**src/rtl/core_alu_seq.sv**
```systemverilog
// core_alu_seq: integer ALU with single-cycle logic/arith ops and
// iterative (one bit per cycle) multiply and divide behind a
// valid/ready request and result handshake.
module core_alu_seq #(
  parameter int XLEN = 32
) (
  input  logic            clk,
  input  logic            rst,
  input  logic            flush,
  input  logic            in_valid,
  output logic            in_ready,
  input  logic [4:0]      op,
  input  logic [XLEN-1:0] rs1,
  input  logic [XLEN-1:0] rs2,
  input  logic [XLEN-1:0] imm,
  input  logic            use_imm,
  output logic            out_valid,
  input  logic            out_ready,
  output logic [XLEN-1:0] result
);

  localparam int SHW = $clog2(XLEN);
  localparam int CW  = $clog2(XLEN);
  localparam logic [CW-1:0] LAST_STEP = CW'(XLEN - 1);

  localparam logic [4:0] OP_ADD    = 5'd0;
  localparam logic [4:0] OP_SUB    = 5'd1;
  localparam logic [4:0] OP_SLL    = 5'd2;
  localparam logic [4:0] OP_SLT    = 5'd3;
  localparam logic [4:0] OP_SLTU   = 5'd4;
  localparam logic [4:0] OP_XOR    = 5'd5;
  localparam logic [4:0] OP_SRL    = 5'd6;
  localparam logic [4:0] OP_SRA    = 5'd7;
  localparam logic [4:0] OP_OR     = 5'd8;
  localparam logic [4:0] OP_AND    = 5'd9;
  localparam logic [4:0] OP_MUL    = 5'd10;
  localparam logic [4:0] OP_MULH   = 5'd11;
  localparam logic [4:0] OP_MULHSU = 5'd12;
  localparam logic [4:0] OP_MULHU  = 5'd13;
  localparam logic [4:0] OP_DIV    = 5'd14;
  localparam logic [4:0] OP_DIVU   = 5'd15;
  localparam logic [4:0] OP_REM    = 5'd16;
  localparam logic [4:0] OP_REMU   = 5'd17;

  typedef enum logic [1:0] {
    S_IDLE,
    S_CALC,
    S_DONE
  } state_t;

  state_t             r_state;
  logic [4:0]         r_op;
  logic [2*XLEN-1:0]  r_acc;
  logic [XLEN-1:0]    r_opB;
  logic               r_negRes;
  logic [CW-1:0]      r_count;
  logic               r_outValid;
  logic [XLEN-1:0]    r_result;

  logic [XLEN-1:0]    w_b;
  logic [SHW-1:0]     w_shamt;
  logic               w_bZero;
  logic               w_isMul;
  logic               w_isDiv;
  logic               w_isCalc;
  logic               w_signedA;
  logic               w_signedB;
  logic               w_aNeg;
  logic               w_bNeg;
  logic [XLEN-1:0]    w_aMag;
  logic [XLEN-1:0]    w_bMag;
  logic               w_negRes;
  logic [XLEN-1:0]    w_aluResult;

  logic [XLEN:0]      w_mulSum;
  logic [2*XLEN-1:0]  w_mulNext;
  logic [XLEN:0]      w_remShift;
  logic [XLEN:0]      w_divDiff;
  logic               w_divGe;
  logic [2*XLEN-1:0]  w_divNext;
  logic               w_calcIsMul;
  logic [2*XLEN-1:0]  w_prodAdj;
  logic [XLEN-1:0]    w_divPick;
  logic [XLEN-1:0]    w_finalResult;

  assign in_ready  = (r_state == S_IDLE);
  assign out_valid = r_outValid;
  assign result    = r_result;

  // Decode the incoming request: operand B select, routing, and sign handling
  // so the iterative engine only ever works on unsigned magnitudes.
  always_comb begin
    w_b       = use_imm ? imm : rs2;
    w_shamt   = w_b[SHW-1:0];
    w_bZero   = (w_b == '0);
    w_isMul   = (op >= OP_MUL) && (op <= OP_MULHU);
    w_isDiv   = (op >= OP_DIV) && (op <= OP_REMU);
    w_isCalc  = w_isMul || (w_isDiv && !w_bZero);
    w_signedA = (op == OP_MULH) || (op == OP_MULHSU) || (op == OP_DIV) || (op == OP_REM);
    w_signedB = (op == OP_MULH) || (op == OP_DIV) || (op == OP_REM);
    w_aNeg    = w_signedA & rs1[XLEN-1];
    w_bNeg    = w_signedB & w_b[XLEN-1];
    w_aMag    = w_aNeg ? ('0 - rs1) : rs1;
    w_bMag    = w_bNeg ? ('0 - w_b) : w_b;
    w_negRes  = (op == OP_REM) ? w_aNeg : (w_aNeg ^ w_bNeg);
  end

  // Single-cycle results, including the divide-by-zero shortcut and illegal codes.
  always_comb begin
    w_aluResult = '0;
    case (op)
      OP_ADD:  w_aluResult = rs1 + w_b;
      OP_SUB:  w_aluResult = rs1 - w_b;
      OP_SLL:  w_aluResult = rs1 << w_shamt;
      OP_SLT:  w_aluResult = {{(XLEN-1){1'b0}}, ($signed(rs1) < $signed(w_b))};
      OP_SLTU: w_aluResult = {{(XLEN-1){1'b0}}, (rs1 < w_b)};
      OP_XOR:  w_aluResult = rs1 ^ w_b;
      OP_SRL:  w_aluResult = rs1 >> w_shamt;
      OP_SRA:  w_aluResult = $signed(rs1) >>> w_shamt;
      OP_OR:   w_aluResult = rs1 | w_b;
      OP_AND:  w_aluResult = rs1 & w_b;
      OP_DIV,
      OP_DIVU: w_aluResult = '1;
      OP_REM,
      OP_REMU: w_aluResult = rs1;
      default: w_aluResult = '0;
    endcase
  end

  // One iteration of shift-add multiply and restoring divide on the shared
  // accumulator: {hi, lo} holds {partial product, multiplier} or {remainder, quotient}.
  always_comb begin
    w_mulSum    = {1'b0, r_acc[2*XLEN-1:XLEN]} + (r_acc[0] ? {1'b0, r_opB} : '0);
    w_mulNext   = {w_mulSum, r_acc[XLEN-1:1]};
    w_remShift  = {r_acc[2*XLEN-1:XLEN], r_acc[XLEN-1]};
    w_divDiff   = w_remShift - {1'b0, r_opB};
    w_divGe     = ~w_divDiff[XLEN];
    w_divNext   = {(w_divGe ? w_divDiff[XLEN-1:0] : w_remShift[XLEN-1:0]),
                   r_acc[XLEN-2:0], w_divGe};
    w_calcIsMul = (r_op >= OP_MUL) && (r_op <= OP_MULHU);
  end

  // Apply the saved sign correction to the last iteration's output and pick the
  // half (low/high product, quotient/remainder) that the operation returns.
  always_comb begin
    w_prodAdj     = r_negRes ? ('0 - w_mulNext) : w_mulNext;
    w_divPick     = ((r_op == OP_REM) || (r_op == OP_REMU)) ?
                    w_divNext[2*XLEN-1:XLEN] : w_divNext[XLEN-1:0];
    w_finalResult = '0;
    if (r_op == OP_MUL) begin
      w_finalResult = w_prodAdj[XLEN-1:0];
    end else if (w_calcIsMul) begin
      w_finalResult = w_prodAdj[2*XLEN-1:XLEN];
    end else begin
      w_finalResult = r_negRes ? ('0 - w_divPick) : w_divPick;
    end
  end

  // Control FSM with registered outputs; reset beats flush, flush beats handshakes.
  always_ff @(posedge clk) begin
    if (rst) begin
      r_state    <= S_IDLE;
      r_op       <= '0;
      r_acc      <= '0;
      r_opB      <= '0;
      r_negRes   <= 1'b0;
      r_count    <= '0;
      r_outValid <= 1'b0;
      r_result   <= '0;
    end else if (flush) begin
      r_state    <= S_IDLE;
      r_count    <= '0;
      r_outValid <= 1'b0;
      r_result   <= '0;
    end else begin
      case (r_state)
        S_IDLE: begin
          if (in_valid) begin
            if (w_isCalc) begin
              r_state  <= S_CALC;
              r_op     <= op;
              r_acc    <= {{XLEN{1'b0}}, w_aMag};
              r_opB    <= w_bMag;
              r_negRes <= w_negRes;
              r_count  <= '0;
            end else begin
              r_state    <= S_DONE;
              r_outValid <= 1'b1;
              r_result   <= w_aluResult;
            end
          end
        end
        S_CALC: begin
          r_acc   <= w_calcIsMul ? w_mulNext : w_divNext;
          r_count <= r_count + 1'b1;
          if (r_count == LAST_STEP) begin
            r_state    <= S_DONE;
            r_count    <= '0;
            r_outValid <= 1'b1;
            r_result   <= w_finalResult;
          end
        end
        S_DONE: begin
          if (out_ready) begin
            r_state    <= S_IDLE;
            r_outValid <= 1'b0;
            r_result   <= '0;
          end
        end
        default: begin
          r_state    <= S_IDLE;
          r_outValid <= 1'b0;
          r_result   <= '0;
        end
      endcase
    end
  end

endmodule
```
**config.mk**
```make
export PLATFORM = sky130hd
export DESIGN_NAME = core_alu_seq
export DESIGN_NICKNAME = d
export VERILOG_FILES = /design/src/rtl/core_alu_seq.sv
export SDC_FILE = /design/constraint.sdc
export NUM_CORES = 1
export LEC_CHECK = 0
export CORE_MARGIN = 1
export CORE_UTILIZATION = 40
export DETAILED_ROUTE_END_ITERATION = 6
export GPL_ROUTABILITY_DRIVEN = 0
export PLACE_DENSITY = 0.6
export SYNTH_ARGS = -nofsm -noshare
export SYNTH_HDL_FRONTEND = slang
export SYNTH_SLANG_ARGS = --single-unit
```
**constraint.sdc**
```tcl
create_clock -name clk -period 7.85 [get_ports clk]
set_input_delay 1.1775 -clock clk [delete_from_list [all_inputs] [get_ports clk]]
set_output_delay 1.1775 -clock clk [all_outputs]
set_load 0.02 [all_outputs]
```
After elaboration in Yosys (flattened, before gate mapping)

Index checks and enable logic that the tools add are counted.

Bits of input ports: 107
Memories kept: 0
Memory bits (writable): 0
Latch bits: 0
Flip-flop bits (word level): 142
Word-level logic and storage cells: 121
Bits in read-only memories: 0
Output and inout bits: 34

Bitwise gates (word level): 8
Equality and inequality tests: 26
Multiplexer cells: 35
Reductions and logical operators: 24
Divide/modulo/power cells: 0
$mul: 0
$lt $le $gt $ge: 8
Shifts and indexed selects: 3
$add $sub $neg: 9

Operators by type and width:

| cell                  | number |
|---|---|
| $mux 32               | 13 |
| $pmux 32 s12          | 1 |
| $mux 64               | 4 |
| $pmux 64 s2           | 1 |
| $pmux 32 s3           | 1 |
| $sub 1x32->32 const A | 3 |
| $lt 32x32->1          | 2 |
| $sub 1x64->64 const A | 1 |
| $eq 5x4->1 const B    | 7 |
| $add 32x32->33        | 1 |
| $sub 33x32->33        | 1 |
| $add 32x32->32        | 1 |
| $and 32x32->32        | 1 |
| $logic_not 32->1      | 1 |
| $or 32x32->32         | 1 |
| $shl 32x5->32         | 1 |
| $shr 32x5->32         | 1 |
| $sshr 32x5->32        | 1 |
| $sub 32x32->32        | 1 |
| $xor 32x32->32        | 1 |
| $eq 5x5->1 const B    | 5 |
| $eq 5x3->1 const B    | 4 |
| $ge 5x4->1 const B    | 3 |
| $mux 5                | 3 |
| other kinds (26)      | 54 |

Depth between registers and ports, before layout

Depth after elaboration: 9
Depth in mapped cells: 23
Mapped depth without buffers: 20

Worst setup path after synthesis

No wires, ideal clock.

Kind: input -> register
Start: input port use_imm
End: register r_result[30] (netlist: result[30])
Stages: 21
Data required time: 7.726 ns
Path buffers: 7
Library setup time: 0.124 ns
Data arrival time: 6.270 ns
Slack: 1.456 ns
Path through: clkbuf_1 buf_2 buf_2 buf_2 mux2i_1 clkbuf_1 clkbuf_1 clkbuf_1 ha_1 or2_2 a211oi_1 o22ai_1 nor4bb_1 o311a_1 o211ai_1 and2_1 o21ai_0 a211oi_1 o221a_2 o31ai_1 a21oi_1

Longest elaborated chain between the ends: 7
Elaborated cells on any way between the ends: 19
Classes of those cells: add/sub (2); eq/ne (1); shift (3); mux (5); bitwise (3); reduce/logical (5)

Ends and longest elaborated chain:

| item                                                                   | line | source |
|---|---|---|
| start: declaration                                                     | 16   | `input logic use_imm,` |
| $mux 32 *                                                              | 93   | `w_b = use_imm ? imm : rs2;` |
| parallel branches: the longest is 6 deep, another holds $sub 32x32->32 | -    |  |
| end signal: assignment                                                 | 189  | `r_result <= w_aluResult;` |
| end signal: assignment                                                 | 200  | `r_result <= w_finalResult;` |
| end: declaration                                                       | 58   | `logic [XLEN-1:0] r_result;` |

Every way passes the cells marked *. The select of a mux whose other input is x is not followed.
A chain may end at the register's enable or synchronous reset.

Worst setup path after layout

Start: input port use_imm
End: register r_result[31] (netlist: result[31])

The elaborated chain is that of the path after synthesis.

==> summary.md <==
| Metric | Value |
|---|---|
| Post-synthesis cell count | 3,728 |
| Layout cells sized above 1 | 0.0604 |
| Hold-critical path depth | 2 |
| Warnings from Yosys | 0 |
| Die area | 63,600 sq um |
| Cell row count | 91 |
| Post-route ant nets | 0 |
| Fin crit share | 0.808 |
| Distinct cells, synth | 103 |
| RSZ-0062 raised after global routing | false |
| Critical Path Start | use_imm |
| GRT Total Usage | 0.365 |
| Initial Util | 0.405 |
| Hold Crit Class | flop to flop |
| Clock Latency Late Sink | 460 ps |
| First-pass GRT wire length | 177,000 um |
| Buffers on Ports | 140 |
| Worst Path Arrival | 6680 ps |
| Mean routed wirelength per cell | 26.5 um |
| Worst Hold End | r_op[0] |
| CP Max Fanout | 38 |
| Final WS setup | 1510 ps |
| Leading cell type in the layout, fill and taps excluded | nand2_1 |
| Slew HR | 0.0427 |
| FF-to-FF setup slack | 1740 ps |
| Fmax | 158 MHz |
| Clock buffer count from CTS | 17 |
| Leakage | 10.6 nW |
| Die Span Y | 252 um |
| Fin nets | 3,940 |
| Top-level port count | 141 |
| Vias in the first global route | 27,400 |
| Synthesized area | 25,100 sq um |
| Min-Delay Startpoint | r_op[0] |
| Number of synthesized flops with an enable pin | 0 |
| Via density | 6.71 |
| DRT iter0 DRCs | 4,184 |
| Synth area leaders | dfxtp_1, ha_1, a21oi_1 |
| Clock-pin slew on the worst setup and hold paths | 70 ps |
| Vias | 30,300 |
| Reg-to-Reg Start | r_acc[0] |
| DRT Wirelength | 120,000 um |
| Initial antenna violation count | 6 |
| Power per Cell Area | 145 nW/um^2 |
| Core ar. | 61,800 sq um |
| Die W | 252 um |
| Max cap viols | 0 |
| Failing checks | DRC |
| CP Data Required Time | 8190 ps |
| Setup TNS | 0 ps |
| Biggest area consumer among synthesized cells | dfxtp_1 |
| Top-area cell type share of the netlist area | 0.113 |
| Final slew viol count | 0 |
| H-tree depth | 4 |
| FFs w/ async S/R, synth | 0 |
| Post_cts resized | 0 |
| Syn Area/Cell | 6.72 sq um |
| WS Path Type | primary input to flop |
| Crit path capture type | flop |
| Status | finished with violations |
| Largest net degree at the start of global routing | 84 |
| Reg2reg path depth | 15 |
| Yosys reg bits | 142 |
| Post-CTS Setup Bufs | 0 |
| Synthesis-to-layout area growth | 10.2% |
| Deepest clock path buffer count | 2 |
| Final setup violation count | 0 |
| Most frequent cells in the layout | nand2_1, a21oi_1, nor2_1 |
| Clock period minus worst slack | 6340 ps |
| Worst-Margin Slew | 1420 ps |
| R2r endpoint | result[31] |
| # hold bufs at CTS | 0 |
| Worst slack, placed | 1280 ps |
| Final hold violations | 0 |
| Clock Skew | 15.6 ps |
| VDD IR-drop max | 0.000159 V |
| DRC viols | 3 |
| Main synth FF type | dfxtp_1 |
| First drt pass iteration count | 7 |
| GRT overflow | 0 |
| Syn_nets | 4,007 |
| Sink Count | 142 |
| CTS tree | built |
| Clock Root Buffer | clkbuf_16 |
| Design Power | 0.00399 W |
| CP startpoint kind | primary input |
| Post-detail-place hpwl | 91,400 um |
| Post-synthesis sequential area ratio | 0.113 |
## cell families after synthesis
logic type	share of synthesized area
AO/OA/AOI/OAI	0.345
XOR/XNOR	0.0583
multiplexers	0.0772
buffers and inverters	0.0702
AND/OR/NAND/NOR	0.249
flip-flops	0.113
adder cells (fa/ha/maj)	0.0871
## layer usage
metal,vias up,track usage,wire length (um)
met5,-,0,122
met4,10,0.232,8920
met3,501,0.0940,14300
met2,2001,0.553,50500
met1,14100,0.457,45900
li1,13700,-,-
## final cells by class
cell class / instances / area (sq um)
antenna: 3 / 7.51
clock buffer: 17 / 425
clock inverter: 15 / 171
fill: 6525 / 34200
inverter: 151 / 567
multi-input combinational: 3132 / 20600
sequential: 142 / 2840
tap: 837 / 1050
timing repair buffer: 217 / 1980
## critical path, cell delays in order
cell	delay [ps]
buf_2	370
buf_4	590
mux2i_1	640
ha_1	430
nand3_1	340
o31ai_1	1240
a211o_1	320
nand2_1	160
o31ai_1	350
mux2i_1	240
o311a_1	180
nand4_1	150
a32oi_1	290
o31ai_2	100
## synthesized netlist by cell type (17+ instances only)
cell type,instances
a211o_1,19
a211oi_1,54
a21o_1,46
a21oi_1,344
a221o_1,18
a221oi_1,54
a22oi_1,31
a31oi_1,47
a32oi_1,17
and2_1,56
and3_1,36
buf_1,27
buf_2,29
clkbuf_1,244
dfxtp_1,142
ha_1,168
inv_1,149
mux2i_1,129
mux4_2,26
nand2_1,457
nand2b_1,26
nand3_1,93
nand4_1,31
nor2_1,333
nor2b_1,23
nor3_1,86
nor4_1,42
o211ai_1,93
o21a_1,20
o21ai_0,289
o21bai_1,17
o221ai_1,17
o22ai_1,32
o31ai_1,44
or2_2,25
or3_1,31
xnor2_1,109
xor2_1,56
## state kept, by name, summed over array words and instances (netlist names)
| name | count |
|---|---|
| r_negRes | 1 |
| r_state | 2 |
| out_valid | 1 |
| r_opB | 32 |
| r_count | 5 |
| r_acc | 64 |
| result | 32 |
| r_op | 5 |
## worst max path at each step
stage / to / slack, ps
2_1_floorplan: result[30] / 1460
3_3_place_gp: result[31] / 1280
3_5_place_dp: result[31] / 1280
4_1_cts: result[31] / 1700
5_1_grt: r_acc[10] / 1220
6_report: result[31] / 1510
## report_power, final
| group | switching (W) | internal, W | total, W | leakage, nW |
|---|---|---|---|---|
| sequential | 0.0000581 | 0.000746 | 0.000804 | 1.15 |
| clock | 0.000401 | 0.000454 | 0.000855 | 0.295 |
| combinational | 0.00155 | 0.000786 | 0.00234 | 9.17 |
| total | 0.00201 | 0.00199 | 0.00399 | 10.6 |
## through the flow
step           cell area [sq um]  hold WS [ps]  cells  utilization
3_3_place_gp               27000           449   4479        0.437
4_1_cts                    27600           460   4511        0.446
2_1_floorplan              25100           437   3728            -
6_report                   27600           460   4514        0.447
5_1_grt                    27600           491   4512        0.447
3_5_place_dp               27000           450   4479        0.437
(Power assumes the default switching activity.)
